**src/rtl/moore_1101_pkg.sv**
```systemverilog
// rtl/moore_1101_pkg.sv - state encodings shared by the 1101 sequence detector
package moore_1101_pkg;

    localparam int STATE_W = 3;

    typedef logic [STATE_W-1:0] state_t;

    // Each state names the longest useful prefix of 1-1-0-1 seen so far.
    localparam state_t S0 = 3'd0;  // no prefix
    localparam state_t S1 = 3'd1;  // "1"
    localparam state_t S2 = 3'd2;  // "11"
    localparam state_t S3 = 3'd3;  // "110"
    localparam state_t S4 = 3'd4;  // "1101" matched

endpackage

```
**src/rtl/moore_1101.sv**
```systemverilog
// rtl/moore_1101.sv - Moore detector for serial pattern 1-1-0-1
module moore_1101
    import moore_1101_pkg::*;
#(
    parameter bit OVERLAP = 1'b1
) (
    input  logic       clk,
    input  logic       reset,
    input  logic       entrada,
    output logic       salida,
    output logic [2:0] estado
);

    state_t state;
    state_t state_next;

    // State register; reset discards any partial match, including a held S4.
    always_ff @(posedge clk) begin
        if (reset) begin
            state <= S0;
        end else begin
            state <= state_next;
        end
    end

    // Next-state table; unused encodings fall back to S0 so the machine self-recovers.
    always_comb begin
        state_next = S0;
        case (state)
            S0: state_next = entrada ? S1 : S0;
            S1: state_next = entrada ? S2 : S0;
            S2: state_next = entrada ? S2 : S3;
            S3: state_next = entrada ? S4 : S0;
            // After a match the trailing '1' either counts as "11" (overlap) or just "1".
            S4: state_next = entrada ? (OVERLAP ? S2 : S1) : S0;
            default: state_next = S0;
        endcase
    end

    // Output decode from the registered state only, so entrada never reaches salida.
    always_comb begin
        salida = (state == S4);
        estado = state;
    end

endmodule

```
**config.mk**
```make
export PLATFORM = sky130hd
export DESIGN_NAME = moore_1101
export DESIGN_NICKNAME = d
export VERILOG_FILES = /design/src/rtl/moore_1101_pkg.sv /design/src/rtl/moore_1101.sv
export SDC_FILE = /design/constraint.sdc
export NUM_CORES = 1
export LEC_CHECK = 0
export BUFFER_PORTS_ARGS = -buffer_cell sky130_fd_sc_hd__buf_2
export CORE_AREA = 2 2 39 41
export DETAILED_ROUTE_END_ITERATION = 6
export DIE_AREA = 0 0 41 43
export PLACE_DENSITY_LB_ADDON = 0.3
export SLEW_MARGIN = 10
export SYNTH_ARGS = -nofsm -noshare
export SYNTH_HDL_FRONTEND = slang
export SYNTH_SLANG_ARGS = --single-unit
```
**constraint.sdc**
```tcl
create_clock -name clk -period 0.9 [get_ports clk]
set_input_delay 0.135 -clock clk [delete_from_list [all_inputs] [get_ports clk]]
set_output_delay 0.135 -clock clk [all_outputs]
set_load 0.005 [all_outputs]
```
After elaboration in Yosys (flattened, before gate mapping) --
Cells that the tools add are included.
Storage, ports and cells: flip-flop bits (word level) 3, input bits 3, output and inout port bits 4, word-level logic and storage cells 12
Cells by class: equality and inequality tests 4, mux-type cells 5, reduce and logical (&&, ||, !) cells 2
Operator list (number):
- one-hot mux 3 bit (4 select lines) | 1
- equality test 3 x 2 -> 1 bit (second input constant) | 2
- equality test 3 x 1 -> 1 bit (second input constant) | 1
- equality test 3 bit (second input constant) | 1
- zero test 3 bit | 1
- 2-to-1 mux 3 bit | 1
- 2-to-1 mux 1 bit | 2
- 2-to-1 mux 2 bit | 1
- OR reduction 2 bit | 1

Longest topological paths before layout --
depth in word-level cells 3, mapped depth 3, gate-level depth less buffers 3

Worst setup path before layout --
OpenSTA, ideal clock, no wires.
kind register to register, from register state[1] (netlist: estado[1]), to register state[1] (netlist: estado[1]), library setup time 70 ps, arrival time 778 ps, data required time 830 ps, slack 52 ps, stages on the path, launching flop included 4, path buffers 0, period minus slack after synthesis 848 ps, path through dfxtp_1 > nor3b_1 > a31oi_1 > a21oi_1
On the way: longest elaborated chain between the ends 3, elaborated cells on any way between the ends 7, classes of those cells eq/ne: 4; mux: 1; reduce/logical: 2
Ends and longest elaborated chain:
- from (decl) | RTL line moore_1101.sv:14 | state_t state;
- from (signal assigned) | RTL line moore_1101.sv:22 | state <= state_next;
- equality test 3 bit or equality test 3 x 1 -> 1 bit (tied branches) | RTL line moore_1101.sv:29 | case (state)
- OR reduction 2 bit (no source line)
- one-hot mux 3 bit (4 select lines) * | RTL line moore_1101.sv:29
Every way passes the cells marked *; elsewhere a longest branch is shown, timed or not. A chain may end at the register's enable or synchronous reset.

Worst setup path in the final report --
from register state[0] (netlist: estado[0]), to output port salida
On the way: longest elaborated chain between the ends 1
Ends and longest elaborated chain:
- equality test 3 bit | RTL line moore_1101.sv:42 | salida = (state == S4);
- to (decl) | RTL line moore_1101.sv:10 | output logic salida,
No other way between the ends.

==> summary by stage <==
Drt
The number of design-rule violations left by the first detailed-router iteration is 5. Summing over every cut layer, the via total after detailed routing is 154. The vias per cell is 3.50. The number of DRC violations after detailed routing is 0. The post-detailed-routing wire length is 384 um.

The detail route stage leaves a number of antenna-violating nets equal to 0. After detailed routing, the average wire length per cell comes to 8.73 um. The first TritonRoute pass finished after 2 iterations.

Placed design
The total placed cells including tap cells is 37. Before CTS, the worst setup slack after placement is 0.0301 ns. After detailed placement, the total cell area comes to 189 sq um. The half-perimeter wire length after placement is 233 um.

Routability-driven placement finished with a final weighted congestion of approximately 0.64. The number of I/O port buffers is 6.

Layout
The finished layout holds 44 standard cells, fillers aside. Compared with the post-synthesis result, the final layout area differs by 126%. The fraction of final layout cells sized beyond drive strength 1 is 75.0%. The final net count is 32. Summing all non-filler instances in the final layout gives an area of about 280 sq um. The number of diodes added for antenna fixing is 0.

The number of filler cells placed in the layout is approximately 150. The number of flip-flops in the largest register is 3.

Floorplan
The floorplan core area is ~0.0014 sq mm. The floorplan step set the die height to 43 um. Once the floorplan was initialized, standard cells occupied 8.95% of the core. The number of rows in the core area is 14.

The floorplan step defined a die boundary enclosing approximately 0.0018 sq mm. From left edge to right edge, the die measures 41 um. The count of boundary I/O pins is 7.

Worst setup path
The largest fanout of any net on the critical path is 2. STA puts the critical path data required time at 0.76 ns. The signal on the critical path passes through nor3b_4 > buf_2.

The beginning of the worst register-to-register path is estado[0]. The first element of the critical path is estado[0]. The worst setup path is launched from a flip-flop. The cell with the largest stage delay on the worst path is dfxtp_4. The delay of the slowest cell on the worst path is 0.34 ns.

The type of the worst setup path is flip-flop to output port. The data arrival time of the worst path is ~0.9 ns. STA classifies the critical path endpoint as an output port.

Worst hold path
The startpoint of the lowest-slack hold path is reset. The tightest min-delay check is of the primary input to flip-flop type.

Power
The analysis attributes to cell leakage a power of 0.119 nW. Across the VDD grid, the largest voltage drop is 0.724 mV. Dividing total power by cell area gives a power density of 1570 mW/mm^2.

CTS
TritonCTS created 3 clock buffers. The depth of the CTS H-tree is 1. TritonCTS built the clock tree. The clock passes through at most 2 buffers.

The post-CTS clock slew at the launch and capture registers of the worst setup and hold paths is 0.04 ns. The count of hold-fix buffers inserted at cts is 0. The CTS root buffer is clkbuf_4.

The number of clock sinks is 3. The insertion delay of the later-clocked pin in the worst-skew pair is 0.24 ns.

Timing
Across the routed clock network, the largest skew measured is 0.00540 ns. The worst path setup slack after routing is -0.134 ns. The final number of hold-violating endpoints is 0. At the pin with the least slew margin, the transition time is 0.172 ns. Setup repair after global routing could not meet its margin everywhere. Setup violations remaining at the end of the flow were counted as 3. The max-slew violation total from the final report is 0. The part of the cycle the worst path needs is 115%. After routing, the total negative slack on setup checks comes to -0.239 ns. The time the worst path needs with I/O delays and setup is 1.03 ns. Headroom to the max-slew limit came out at 88.4%. The timing-limited maximum frequency is 967 MHz.

Global routing
The number of antenna violations at the first check in global routing is 0. The all-layer global routing usage is ~5.8%. For met2 alone, demand over resource in global routing was 5.63%. The met3 track demand over resource in global routing is 7.85%.

Global routing used a little over 7% of the available met1 tracks. The most used routing layer in global routing is met3. The first global-routing pass estimated 600 um of wire. The maximum number of pins on one net before global-route repair is 6. The via count of the first global-routing pass is 144.

After global routing the overflow that remains totals 0.

Synthesis
The count of mapped cells out of synthesis is 13. After synthesis, flip-flops and latches occupy between 40% and 50% of the total area. The synthesized area per cell is ~9.5 sq um. Synthesis inferred 3 register bits.

The post-synth net total is 16. The cell area after synthesis is 124 sq um. After synthesis, the netlist uses 11 different library cells.

During synthesis, Yosys emitted a total of 0 warnings.

Run
Across the run, the number of max-cap violations was 0.

Outcome
The checks that failed: setup timing. The flow ran to the end, but the final reports show violations.
-- cell usage after synthesis --
cell | count | area, sq um
xnor2_1 | 1 | 8.76
a31oi_1 | 1 | 6.26
nor3b_2 | 1 | 12.5
nor2_1 | 1 | 3.75
nor3_1 | 1 | 5.00
nor3b_1 | 1 | 7.51
nor4_1 | 1 | 6.26
a21oi_1 | 1 | 5.00
nand3_1 | 1 | 5.00
dfxtp_1 | 3 | 60.1
nand2_1 | 1 | 3.75
-- cell usage in the layout, fill, tap and decap left out --
cell type  netlist  routed
nor3b_2          1       1
nor3b_4          0       1
nor4_2           0       1
dfxtp_4          0       2
a21oi_1          1       1
buf_6            0       3
buf_4            0       3
clkbuf_4         0       3
buf_2            0       5
clkbuf_1         0       1
nand2_2          0       1
a31oi_1          1       1
nor2_1           1       1
nor3_1           1       1
dfxtp_2          0       1
nand3_1          1       1
xnor2_1          1       1
-- metal layers --
metal	up-vias	wire length, um
met5	-	0
met3	0	45
met2	9	150
li1	79	-
met1	66	188
met4	0	0
-- area by class of cell --
type	instances	area [sq um]	share of cell area, %
multi-input cells	10	83.8	29.9
repair buffers	11	81.3	29.0
flip-flops and latches	3	68.8	24.6
clock buffers	4	26.3	9.37
well taps	16	20.0	7.14
-- power by group --
part	internal [mW]	total, mW	switching [mW]
sequential	0.140	0.148	0.00834
clock	0.166	0.240	0.0734
combinational	0.0281	0.0513	0.0232
total	0.334	0.439	0.105
-- logic make-up (layout without fill, tap and decap cells) --
group	count (synthesis)	in the layout	share of synthesized area [%]
flip-flops	3	3	48.5
XOR/XNOR	1	1	7.07
AND/OR/NAND/NOR	7	7	35.3
buffers and inverters	0	15	0
AO/OA/AOI/OAI	2	2	9.09
-- worst paths after layout --
path / cells past startpoint / endpoint / slack, ns
max: 2 / salida / -0.13
max reg2reg: 4 / estado[1] / 0
min: 2 / estado[0] / 0.1
min reg2reg: 2 / estado[0] / 0.57
-- worst max-delay path: cells and delay by family, from the launching register on --
family                 cells  cell delay (ns)
flip-flops                 1             0.34
AND/OR/NAND/NOR            1             0.19
buffers and inverters      1             0.14
-- stage by stage --
stage / utilization, % / power, mW / hold WS, ns
2_1_floorplan: - / 0.166 / 0.204
3_3_place_gp: 13.7 / 0.188 / 0.338
3_5_place_dp: 13.7 / 0.187 / 0.327
4_1_cts: 19.8 / 0.447 / 0.0869
5_1_grt: 20.3 / 0.471 / 0.0928
6_report: 20.3 / 0.439 / 0.0964
-- repair_timing --
action                                  in CTS  in global routing
pin swaps                                    2                  1
buffers inserted                             3                  1
endpoints found under the setup margin       3                  5
gates resized for setup                     10                  3
No activity file was read; power rests on OpenSTA's default activity.
